`config.mk`:
```
export PLATFORM = sky130hd
export DESIGN_NAME = button_event_capture
export DESIGN_NICKNAME = d
export VERILOG_FILES = /design/src/rtl/btn_pkg.sv /design/src/rtl/debounce_channel.sv /design/src/rtl/button_event_capture.sv
export SDC_FILE = /design/constraint.sdc
export NUM_CORES = 1
export LEC_CHECK = 0
export CAP_MARGIN = 40
export CORE_UTILIZATION = 48
export DETAILED_ROUTE_END_ITERATION = 6
export PLACE_DENSITY = 0.67
export REMOVE_ABC_BUFFERS = 1
export SYNTH_ARGS = -nofsm -noshare
export SYNTH_HDL_FRONTEND = slang
export SYNTH_SLANG_ARGS = --single-unit
```
`constraint.sdc`:
```
create_clock -name clk -period 6.05 [get_ports clk]
set_input_delay 0.605 -clock clk [delete_from_list [all_inputs] [get_ports clk]]
set_output_delay 0.605 -clock clk [all_outputs]
set_load 0.02 [all_outputs]
```
`src/rtl/btn_pkg.sv`:
```
// ============================================================================
// Module : btn_pkg
// Brief  : Shared defaults and sizing helper for the button front end.
// Rev    : 1.0
// ============================================================================
`default_nettype none

package btn_pkg;

  localparam int c_default_debounce_cycles = 50000;
  localparam int c_default_repeat_delay    = 25000000;
  localparam int c_default_repeat_period   = 5000000;

  // Bits needed to hold any value in 0..n.
  function automatic int cnt_width(input int n);
    return $clog2(n + 1);
  endfunction

endpackage

`default_nettype wire

```
`src/rtl/debounce_channel.sv`:
```
// ============================================================================
// Module : debounce_channel
// Brief  : 2-FF synchroniser, debounce counter and optional auto-repeat for
//          one active-low button (auto-repeat built when BUTTON_REPEAT_EN).
// Rev    : 1.0
// ============================================================================
`default_nettype none

module debounce_channel
  import btn_pkg::*;
#(
  parameter int DEBOUNCE_CYCLES = c_default_debounce_cycles
`ifdef BUTTON_REPEAT_EN
  ,
  parameter int REPEAT_DELAY    = c_default_repeat_delay,
  parameter int REPEAT_PERIOD   = c_default_repeat_period
`endif
) (
  input  logic clk,
  input  logic reset,
  input  logic button_n,
  output logic level,
  output logic press
);

  localparam int c_cnt_w = cnt_width(DEBOUNCE_CYCLES);
  localparam logic [c_cnt_w-1:0] c_cnt_last = c_cnt_w'(DEBOUNCE_CYCLES - 1);

  logic               r_meta;
  logic               r_sync;
  logic               r_level;
  logic               r_press;
  logic [c_cnt_w-1:0] r_cnt;
  logic               w_mismatch;
  logic               w_flip;
  logic               w_rise;
  logic               w_repeat;

  assign w_mismatch = r_sync ^ r_level;
  assign w_flip     = w_mismatch && (r_cnt == c_cnt_last);
  assign w_rise     = w_flip && !r_level;

  always_ff @(posedge clk) begin
    if (reset) begin
      r_meta  <= 1'b0;
      r_sync  <= 1'b0;
      r_level <= 1'b0;
      r_press <= 1'b0;
      r_cnt   <= '0;
    end else begin
      r_meta  <= ~button_n;
      r_sync  <= r_meta;
      r_press <= w_rise || w_repeat;
      // Any return to agreement restarts the count, so glitches never accumulate.
      if (w_flip) begin
        r_level <= ~r_level;
        r_cnt   <= '0;
      end else if (w_mismatch) begin
        r_cnt <= r_cnt + 1'b1;
      end else begin
        r_cnt <= '0;
      end
    end
  end

`ifdef BUTTON_REPEAT_EN
  localparam int c_hold_max = (REPEAT_DELAY > REPEAT_PERIOD) ? REPEAT_DELAY : REPEAT_PERIOD;
  localparam int c_hold_w   = cnt_width(c_hold_max);
  localparam logic [c_hold_w-1:0] c_delay_last  = c_hold_w'(REPEAT_DELAY - 1);
  localparam logic [c_hold_w-1:0] c_period_last = c_hold_w'(REPEAT_PERIOD - 1);

  logic [c_hold_w-1:0] r_hold;
  logic                r_repeating;

  // First target is the initial delay, every later one the repeat period.
  assign w_repeat = r_level && !w_flip &&
                    (r_hold == (r_repeating ? c_period_last : c_delay_last));

  always_ff @(posedge clk) begin
    if (reset || !r_level || w_flip) begin
      r_hold      <= '0;
      r_repeating <= 1'b0;
    end else if (w_repeat) begin
      r_hold      <= '0;
      r_repeating <= 1'b1;
    end else begin
      r_hold <= r_hold + 1'b1;
    end
  end
`else
  assign w_repeat = 1'b0;
`endif

  assign level = r_level;
  assign press = r_press;

endmodule

`default_nettype wire

```
`src/rtl/button_event_capture.sv`:
```
// ============================================================================
// Module : button_event_capture
// Brief  : Debounced push-button front end with sticky press events and
//          overrun flags; BUTTON_REPEAT_EN adds hold-to-repeat presses.
// Rev    : 1.0
// ============================================================================
`default_nettype none

module button_event_capture
  import btn_pkg::*;
#(
  parameter int N_BUTTONS       = 4,
  parameter int DEBOUNCE_CYCLES = c_default_debounce_cycles,
  parameter int REPEAT_DELAY    = c_default_repeat_delay,
  parameter int REPEAT_PERIOD   = c_default_repeat_period
) (
  input  logic                 clk,
  input  logic                 reset,
  input  logic [N_BUTTONS-1:0] buttons_n,
  input  logic [N_BUTTONS-1:0] ack,
  output logic [N_BUTTONS-1:0] level,
  output logic [N_BUTTONS-1:0] events,
  output logic [N_BUTTONS-1:0] overrun,
  output logic                 event_pending
);

  logic [N_BUTTONS-1:0] w_press;
  logic [N_BUTTONS-1:0] w_events_next;
  logic [N_BUTTONS-1:0] w_overrun_next;
  logic [N_BUTTONS-1:0] r_events;
  logic [N_BUTTONS-1:0] r_overrun;
  logic                 r_pending;

  for (genvar g = 0; g < N_BUTTONS; g++) begin : g_channel
    debounce_channel #(
      .DEBOUNCE_CYCLES (DEBOUNCE_CYCLES)
`ifdef BUTTON_REPEAT_EN
      ,
      .REPEAT_DELAY    (REPEAT_DELAY),
      .REPEAT_PERIOD   (REPEAT_PERIOD)
`endif
    ) u_channel (
      .clk      (clk),
      .reset    (reset),
      .button_n (buttons_n[g]),
      .level    (level[g]),
      .press    (w_press[g])
    );
  end

  // A press in the ack cycle wins for events but is not counted as lost.
  assign w_events_next  = (r_events & ~ack) | w_press;
  assign w_overrun_next = (r_overrun & ~ack) | (w_press & r_events & ~ack);

  always_ff @(posedge clk) begin
    if (reset) begin
      r_events  <= '0;
      r_overrun <= '0;
      r_pending <= 1'b0;
    end else begin
      r_events  <= w_events_next;
      r_overrun <= w_overrun_next;
      r_pending <= |w_events_next;
    end
  end

  assign events        = r_events;
  assign overrun       = r_overrun;
  assign event_pending = r_pending;

endmodule

`default_nettype wire
```
==> summary.md, run 1 <==
| Metric | Value |
|---|---|
| Status | completed |
| Die width | 89.05 um |
| Tot GR Track Use | between 15 and 20% |
| #FFs+latches synth | 89 |
| Clock slew at reported path FFs | 80 ps |
| RSZ-0062 raised after global routing | false |
| Largest area contributor in the netlist | dfxtp_1 |
| Pwr/cell area | roughly 250 nW/um2 |
| Yosys warns | 0 |
| Inst Count DP | between 500 and 600 |
| Peak VDD IR | 0.1490 mV |
| Initial antenna violation count | 0 |
| Post-synthesis cell area | about 3600 um2 |
| IO Count | 23 |
| Class of the most critical setup path | flip-flop to flip-flop |
| Final Net Count | approximately 440 |
| Detail-routed net length per standard cell | approximately 12 um |
| Antenna Nets Post-Route | 0 |
| Final Hold Vio Count | 0 |
| Worst Path Required | between 6000 and 7000 ps |
| Synthesized area per cell | approximately 9 um2 |
| CP max stage delay | about 670 ps |
| Number of I/O port buffers | 22 |
| Final setup viols | 0 |
| Hold crit path type | flip-flop to flip-flop |
| Vias in the first global route | 2,443 |
| Antenna cells | 0 |
| CP top delay family | simple AND/OR/NAND/NOR gates |
| Hold buffers post-CTS | 0 |
| PostCTS Resize Cnt | 0 |
| Drt pass-1 iters | 4 |
| Relative slew slack | 63.76% |
| 1st-iter DRT viols | 100 |
| Library cells used by synthesis | 34 |
| H-Tree Depth | 3 |
| Sequential-to-total area share from yosys stat | between 40% and 50% |
| Die height | 89.05 um |
| Synth top area cells | dfxtp_1 49%, xnor2_1 13%, nor2_1 9.4% |
| Via count | approximately 2,700 |
| CP Capture Type | flip-flop |
| Clk buf depth | 2 |
| Post-route minimum period | 2207 ps |
| TritonCTS Buffers | 9 |
| Core area | roughly 7300 um2 |
| Clock sink count | 89 |
| Layout Cells excl Fill | around 530 |
| # rows | 31 |
| Post-CTS Setup Repair Bufs | 0 |
| Root Buffer | clkbuf_8 |
| Placer Congestion | about 0.81 |
| Area growth, synth to finish | 13.00% |
| Fmax | around 0.45 GHz |
| Measured slew at the worst slew-check pin | roughly 540 ps |
| Fin crit share | 36.48% |
| Setup TNS | 0 ps |
| Clk_lat worst skew | between 300 and 400 ps |
| Layout cells sized above 1 | under 10% |
| Die Footprint | about 7900 um2 |
| Startpoint types | flip-flop |
| First-pass GRT wire length | ~11,000 um |
| Hpwl dp | between 4000 and 5000 um |
| WP buf/inv | 0 |
| Yosys top cell area share | 48.99% |
| Multi-input logic area | about 1700 um2 |
| Slowest CP cell | or4b_2 |
| Critical-path cell list | or4b_2 -> nor4_1 -> or3_1 -> nor2_1 |
| Slew Limit Fails | 0 |
| Pin count of the biggest net entering global routing | 31 |
| TritonCTS clock tree | yes |
| Fillers | ~690 |
| Total grt overflow | 0 |
| Data arrival, critical path | ~2400 ps |
| Via-to-Cell Ratio | just over 5 |
| Sequential cell area | approximately 1800 um2 |
| Max_cap viols | 0 |
| Pleak | 0.001197 uW |
| Routed WL | 6276 um |
| Drt drc | 0 |
| Max FO, Critical Path | 16 |
| Mapped Cells | roughly 400 |
| Clock Skews | roughly 9.2 ps |
| Initial Utilization | roughly half |
cells in the mapped netlist:
cell and number:
buf_6 1, or4b_1 1, xnor2_1 56, nand3b_1 1
o21ai_0 1, o21ai_4 1, buf_4 6, mux2i_1 3
clkbuf_1 2, ha_1 4, a41oi_1 1, or3_1 3
inv_1 20, or4_1 4, nor4bb_1 3, clkbuf_2 2
and3_1 1, buf_1 2, or4_4 1, or4b_2 1
nor4b_1 5, nor2_1 91, nor2b_1 4, nand2_1 14
xor2_1 4, nand4b_1 2, nand2b_1 1, nor4_1 19
nand4_1 12, or4bb_1 3, nor3_1 17, a21oi_1 8
nand3_1 20, dfxtp_1 89
final timing paths:
path | from | end | slack (ps) | cells past startpoint
setup / recovery | g_channel[1].u_channel.r_cnt[10] | g_channel[1].u_channel.r_cnt[13] | 3840 | 4
hold / removal | g_channel[1].u_channel.r_meta | g_channel[1].u_channel.r_sync | 430 | 1
setup reg to reg | g_channel[1].u_channel.r_cnt[10] | g_channel[1].u_channel.r_cnt[13] | 3840 | 4
hold reg to reg | g_channel[1].u_channel.r_meta | g_channel[1].u_channel.r_sync | 430 | 1
worst register-to-register path: stages, from the launching register on:
cell     delay [ps]
dfxtp_1         350
or4b_2          670
nor4_1          430
or3_1           530
nor2_1          100
state kept, by name, indices dropped and copies added (netlist names):
signal / cells
g_channel.u_channel.level: 4
g_channel.u_channel.r_meta: 4
overrun: 4
g_channel.u_channel.r_sync: 4
events: 4
g_channel.u_channel.r_cnt: 64
g_channel.u_channel.press: 4
event_pending: 1
cells in the final DEF, fill, tap and decap left out, types with 3 or more instances in the layout:
cell,netlist,final
nand4_1,12,12
nand3_1,20,20
ha_1,4,4
nor4bb_1,3,3
mux2i_1,3,3
clkdlybuf4s50_1,0,22
nor4_1,19,19
nor2_1,91,91
inv_1,20,20
xor2_1,4,4
a21oi_1,8,8
dfxtp_1,89,89
nor4b_1,5,5
nor3_1,17,17
nand2_1,14,14
or3_1,3,3
or4bb_1,3,3
or4_1,4,4
xnor2_1,56,56
nor2b_1,4,4
clkbuf_8,0,11
where the power goes:
part,internal [uW],total [uW],switching [uW]
Sequential,588,590,1.96
Combinational,8.60,17.8,9.17
Clock,212,410,198
logic make-up after synthesis:
group                    after synthesis  share of synthesized area (%)
buffers and inverters                 33                          4.300
adder cells (fa/ha/maj)                4                          1.376
AND/OR/NAND/NOR                      203                          28.14
XOR/XNOR                              60                          14.45
multiplexers                           3                         0.8256
flip-flops                            89                          48.99
AO/OA/AOI/OAI                         11                          1.926
cell type report:
cell class	count	area share [%]
Timing Repair Buffer	23	5.540
Clock buffer	11	3.683
Clock inverter	4	1.248
Inverter	20	1.826
Tap cell	99	3.014
Multi-Input combinational cell	281	41.34
Sequential cell	89	43.35
metrics by stage:
| step | hold WS [ps] | total power (uW) | setup slack [ps] | utilization [%] | area, um2 |
|---|---|---|---|---|---|
| 2_1_floorplan | 413.8 | 610.4 | 4121 | - | 3556 |
| 3_3_place_gp | 417.7 | 621.9 | 3911 | 53.59 | 3908 |
| 3_5_place_dp | 434.0 | 622.4 | 3847 | 53.59 | 3908 |
| 4_1_cts | 441.5 | 1035 | 3829 | 56.37 | 4110 |
| 5_1_grt | 456.1 | 1057 | 3630 | 56.37 | 4110 |
| 6_report | 432.8 | 1018 | 3843 | 56.37 | 4110 |
per-layer routing:
metal	vias up	GRT usage, %	routed length [um]
met5	-	0	0
met4	0	5.628	71
met3	6	6.187	262
met2	37	29.16	2846
met1	1233	21.97	3095
li1	1394	-	-
Note: power is estimated with default switching activity, not from simulation.
==> run 2, diff against run 1 <==
==> constraint.sdc (replaced) <==
create_clock -name clk -period 2.3 [get_ports clk]
set_input_delay 0.23 -clock clk [delete_from_list [all_inputs] [get_ports clk]]
set_output_delay 0.23 -clock clk [all_outputs]
set_load 0.02 [all_outputs]
==> run 2 against run 1 <==
  * Sequential share of layout area fell by 0.29 points
  * Via count rose by 1.5%
  * Sequential power grew to 2.6 times the previous value
  * Global-route usage up 0.21 points
  * Hold slack worse by 54 ps
  * Largest power group unchanged
  * Maximum frequency increased by 7.1%
  * Die area is the same
  * Worst setup slack lost 3600 ps
  * Clock power rose by 130%
  * Flip-flop and latch count did not move
  * Count of clock-buffer cells in the layout increased by 1
  * Critical path depth unchanged
==> summary.md, run 2 (same netlist as run 1, synthesis figures left out) <==
| Metric | Value |
|---|---|
| CP Capture Type | flip-flop |
| Post-route minimum period | 2060 ps |
| Hpwl dp | between 4000 and 5000 um |
| Clock sink count | 89 |
| TritonCTS clock tree | yes |
| Vias in the first global route | 2,387 |
| Number of I/O port buffers | 22 |
| RSZ-0062 raised after global routing | false |
| Most frequent cells in the layout | 91 x nor2_1, 89 x dfxtp_1, 56 x xnor2_1 |
| TritonCTS Buffers | 9 |
| 1st-iter DRT viols | between 70 and 80 |
| Class of the most critical setup path | flip-flop to flip-flop |
| Die height | between 80 and 90 um |
| Max FO, Critical Path | 16 |
| Post-CTS Setup Repair Bufs | 0 |
| Placed cell areas | just under 4000 um2 |
| Tot GR Track Use | around 18% |
| Antenna Nets Post-Route | 0 |
| Final instance area | 4138 um2 |
| Via count | 2,709 |
| Detail-routed net length per standard cell | ~12 um |
| Clk_lat worst skew | around 350 ps |
| Root Buffer | clkbuf_8 |
| Via-to-Cell Ratio | between 5 and 6 |
| PostCTS Resize Cnt | 0 |
| Measured slew at the worst slew-check pin | 497.6 ps |
| Core area | between 7000 and 8000 um2 |
| Hold crit path type | primary input to flip-flop |
| Clock Skews | 5.354 ps |
| Initial antenna violation count | 0 |
| Fin util | a little under three fifths |
| Fmax | between 0.4 and 0.5 GHz |
| Antenna cells | 0 |
| Max reg flops | 64 |
| Worst Path Required | approximately 2500 ps |
| Clock slew at reported path FFs | 80 ps |
| Relative slew slack | 66.75% |
| Slew Limit Fails | 0 |
| Layout cells sized above 1 | 5.950% |
| Peak VDD IR | approximately 0.34 mV |
| Total grt overflow | 0 |
| Data arrival, critical path | 2290 ps |
| Pwr/cell area | a little over 600 nW/um2 |
| H-Tree Depth | 3 |
| Area growth, synth to finish | 13.76% |
| Worst slack at placement | between 200 and 250 ps |
| Status | completed |
| # rows | 31 |
| Pleak | between 0.001 and 0.0015 uW |
| Fillers | between 600 and 700 |
| Initial Utilization | 49.88% |
| Setup TNS | 0 ps |
| Placer Congestion | 0.8219 |
| Die Footprint | about 7900 um2 |
| Max_cap viols | 0 |
| IO Count | 23 |
| Routed WL | 6279 um |
| Fin crit share | approximately 90% |
| Startpoint types | flip-flop |
| Die width | a little under 90 um |
| Hold buffers post-CTS | 0 |
| Final Net Count | roughly 450 |
| First-pass GRT wire length | approximately 11,000 um |
| Final setup viols | 0 |
| Worst Slack Setup Final | around 240 ps |
| Multi-input logic area | around 1700 um2 |
| Final Hold Vio Count | 0 |
| Sequential cell area | around 1800 um2 |
| Largest reg by FF count | g_channel.u_channel.r_cnt |
| Clk buf depth | 2 |
| Drt pass-1 iters | 4 |
| Drt drc | 0 |
| Commonest non-fill, non-tap cell in the layout | nor2_1 |
| Pin count of the biggest net entering global routing | 17 |
-- run 2: critical path, cell delays in order, from the launching register on --
cell and delay (ps):
dfxtp_1 360, or4_1 540, or4_4 550, o21ai_4 380, nor2_1 100
-- run 2: layout make-up --
class	count	share of cell area, %
clock inverters	3	0.4233
repair buffers	32	7.136
multi-input cells	281	41.06
inverters	20	1.814
clock buffers	12	3.508
flip-flops and latches	89	43.06
well taps	99	2.994
-- run 2: final timing paths --
kind,to,slack (ps),cells after the start,startpoint
min,g_channel[1].u_channel.r_meta,380,2,buttons_n[1]
max,g_channel[2].u_channel.r_cnt[10],240,4,g_channel[2].u_channel.r_cnt[10]
max reg2reg,g_channel[2].u_channel.r_cnt[10],240,4,g_channel[2].u_channel.r_cnt[10]
min reg2reg,g_channel[3].u_channel.r_sync,440,1,g_channel[3].u_channel.r_meta
-- run 2: report_power, final --
| part | total, uW | switching (uW) | internal (uW) |
|---|---|---|---|
| logic | 50.9 | 25.2 | 25.8 |
| registers | 1550 | 4.60 | 1550 |
| clock network | 923 | 509 | 414 |
-- run 2: routing by layer --
layer  GRT usage (%)  vias up  share of wire, %
li1                -     1416                 -
met3           6.648        7               3.4
met4           5.195        0               1.2
met1           22.53     1250                50
met5               0        -                 0
met2           29.02       36                45
-- run 2: metrics by stage --
stage / hold WS [ps] / total power [uW] / instances
after floorplan: 296.7 / 1606 / 390
after global placement: 417.6 / 1640 / 521
after detailed placement: 423.4 / 1641 / 521
after CTS: 364.3 / 2566 / 536
after global routing: 382.0 / 2635 / 536
final: 378.7 / 2526 / 536
==> run 3, diff against run 2 <==
--- a/config.mk
+++ b/config.mk
@@ -8,8 +8,10 @@
 export CAP_MARGIN = 40
 export CORE_UTILIZATION = 48
 export DETAILED_ROUTE_END_ITERATION = 6
+export MAX_ROUTING_LAYER = met4
 export PLACE_DENSITY = 0.67
 export REMOVE_ABC_BUFFERS = 1
+export SETUP_SLACK_MARGIN = 0.4
 export SYNTH_ARGS = -nofsm -noshare
 export SYNTH_HDL_FRONTEND = slang
 export SYNTH_SLANG_ARGS = --single-unit
==> run 3 against run 2 <==
  * Register-to-register slack better by 90 ps
  * Global-route usage is 0.74 points higher
  * Sequential power barely moved
  * Sequential share of layout area is 1.2 points lower
  * Critical path type unchanged
  * Largest power group unchanged
  * Highest routed layer unchanged
==> summary.md, run 3 (same netlist as run 1, synthesis figures left out) <==
| Metric | Value |
|---|---|
| Number of I/O port buffers | 22 |
| Status | completed |
| Reg-to-reg startpoint | g_channel[2].u_channel.r_cnt[10] |
| Post-route minimum period | around 2000 ps |
| Worst R2R Setup Slack | between 300 and 400 ps |
| Relative slew slack | roughly 76% |
| Area growth, synth to finish | 17.51% |
| TritonCTS clock tree | yes |
| Reg2Reg Capture Point | g_channel[2].u_channel.level |
| Peak VDD IR | about 0.34 mV |
| Clk buf depth | 2 |
| Clock sink count | 89 |
| 1st-iter DRT viols | 70 |
| Detail-routed net length per standard cell | 12.01 um |
| Tot GR Track Use | a little under a fifth |
| Fmax | just over 0.5 GHz |
| R2r worst-path depth | 4 |
| Slew Limit Fails | 0 |
| Class of the most critical setup path | flip-flop to flip-flop |
| Met1 Use GR | between 20% and 30% |
| Clk_lat worst skew | around 350 ps |
| Max_cap viols | 0 |
| Pwr/cell area | roughly 590 nW/um2 |
| Die Footprint | roughly 7900 um2 |
| Hold crit path type | primary input to flip-flop |
| Via count | approximately 2,700 |
| Final Net Count | between 400 and 500 |
| Max reg flops | 64 |
| Final Hold Vio Count | 0 |
| WHS Path Cells | 2 |
| Die width | roughly 89 um |
| Data arrival, critical path | between 2000 and 2500 ps |
| Drt drc | 0 |
| Hold buffers post-CTS | 0 |
| Hpwl dp | around 4400 um |
| Most frequent cells in the layout | 85 x dfxtp_1, 79 x nor2_1, 56 x xnor2_1 |
| Multi-input logic area | between 1500 and 2000 um2 |
| Clock slew at reported path FFs | about 80 ps |
| RSZ-0062 raised after global routing | true |
| Hold EP | g_channel[1].u_channel.r_meta |
| Initial antenna violation count | 0 |
| Sequential cell area | approximately 1800 um2 |
| Pin count of the biggest net entering global routing | 17 |
| Setup TNS | 0 ps |
| Drt pass-1 iters | 4 |
| Largest reg by FF count | g_channel.u_channel.r_cnt |
| IO Count | 23 |
| Worst Hold Launch | buttons_n[1] |
| Commonest non-fill, non-tap cell in the layout | dfxtp_1 |
| Fillers | between 600 and 700 |
| Clock Skews | 6.653 ps |
| Worst Path Required | 2580 ps |
| Via-to-Cell Ratio | slightly above 5 |
| Met2 GRT Util | between 20% and 30% |
| Fin crit share | between 80% and 90% |
| First-pass GRT wire length | 11,000 um |
| Antenna Nets Post-Route | 0 |
| Root Buffer | clkbuf_8 |
| TritonCTS Buffers | 9 |
| # rows | 31 |
| Measured slew at the worst slew-check pin | about 360 ps |
| Max FO, Critical Path | 3 |
| Pleak | approximately 0.0013 uW |
| Vias in the first global route | between 2,000 and 2,500 |
| Routed WL | 6483 um |
| Placer Congestion | 0.8342 |
| Antenna cells | 0 |
| Final setup viols | 0 |
| GRT busiest layer | met2 |
| Startpoint types | flip-flop |
| Minimum hold slack | about 380 ps |
| Core area | between 7000 and 8000 um2 |
| Die height | ~89 um |
| Met3 usage | ~5.8% |
| CP Capture Type | flip-flop |
| Total grt overflow | 0 |
| Layout cells sized above 1 | a little under an eighth |
| Fin util | between 50% and 60% |
| H-Tree Depth | 3 |
| Initial Utilization | between 40% and 50% |
==> run 3: cell types whose count changed in the layout (fill, tap and decap cells not counted), moves of 2 or more <==
cell and change:
nor2_2 +10, dfxtp_2 +3, nor4b_2 +2, buf_6 +3
dfxtp_1 -4, nor4b_1 -2, nor2_4 +2, nor4_1 -2
nor2_1 -12
==> run 3: worst max-delay path: stages (launching register included) <==
cell,delay [ps]
dfxtp_4,350
or4_4,520
or4_4,550
or4_1,410
o21ai_1,90
==> run 3: power breakdown <==
group | switching [uW] | internal, uW | total [uW]
logic | 28.2 | 29.4 | 57.5
registers | 4.67 | 1550 | 1550
clock network | 509 | 414 | 923
total | 542 | 1990 | 2530
==> run 3: area by class of cell <==
cell class	count	share of cell area, %
Timing Repair Buffer	36	8.050
Inverter	20	1.756
Clock buffer	12	3.396
Multi-Input combinational cell	281	41.63
Tap cell	99	2.898
Clock inverter	3	0.4098
Sequential cell	89	41.86
==> run 3: repair_timing <==
| action | in CTS | in global routing |
|---|---|---|
| setup buffers | 4 | 0 |
| hold endpoints to repair | 0 | 0 |
| setup endpoints to repair | 34 | 55 |
| pin swaps | 5 | 9 |
| gates resized for setup | 9 | 23 |
==> run 3: through the flow <==
stage	instance area [um2]	worst slack, ps	instances	total power [uW]
final	4274	333.8	540	2532
after detailed placement	3975	243.1	521	1641
after global placement	3975	299.8	521	1640
after CTS	4199	320.5	540	2568
after floorplan	3556	371.1	390	1606
after global routing	4274	281.6	540	2638
==> run 3: worst max-delay path by stage <==
stage                                           from                               end  depth (start not counted)
floorplan           g_channel[1].u_channel.r_cnt[10]  g_channel[1].u_channel.r_cnt[10]                          4
global placement    g_channel[2].u_channel.r_cnt[10]   g_channel[2].u_channel.r_cnt[8]                          4
detailed placement  g_channel[2].u_channel.r_cnt[10]   g_channel[2].u_channel.r_cnt[8]                          4
CTS                 g_channel[2].u_channel.r_cnt[10]      g_channel[2].u_channel.level                          4
global route        g_channel[2].u_channel.r_cnt[10]      g_channel[2].u_channel.level                          4
finish              g_channel[2].u_channel.r_cnt[10]      g_channel[2].u_channel.level                          4
==> run 3: metal layers <==
| metal | share of wire [%] | vias up |
|---|---|---|
| met1 | 49 | 1251 |
| li1 | - | 1434 |
| met3 | 3.6 | 11 |
| met4 | 1.3 | 0 |
| met2 | 46 | 40 |
| met5 | 0 | - |
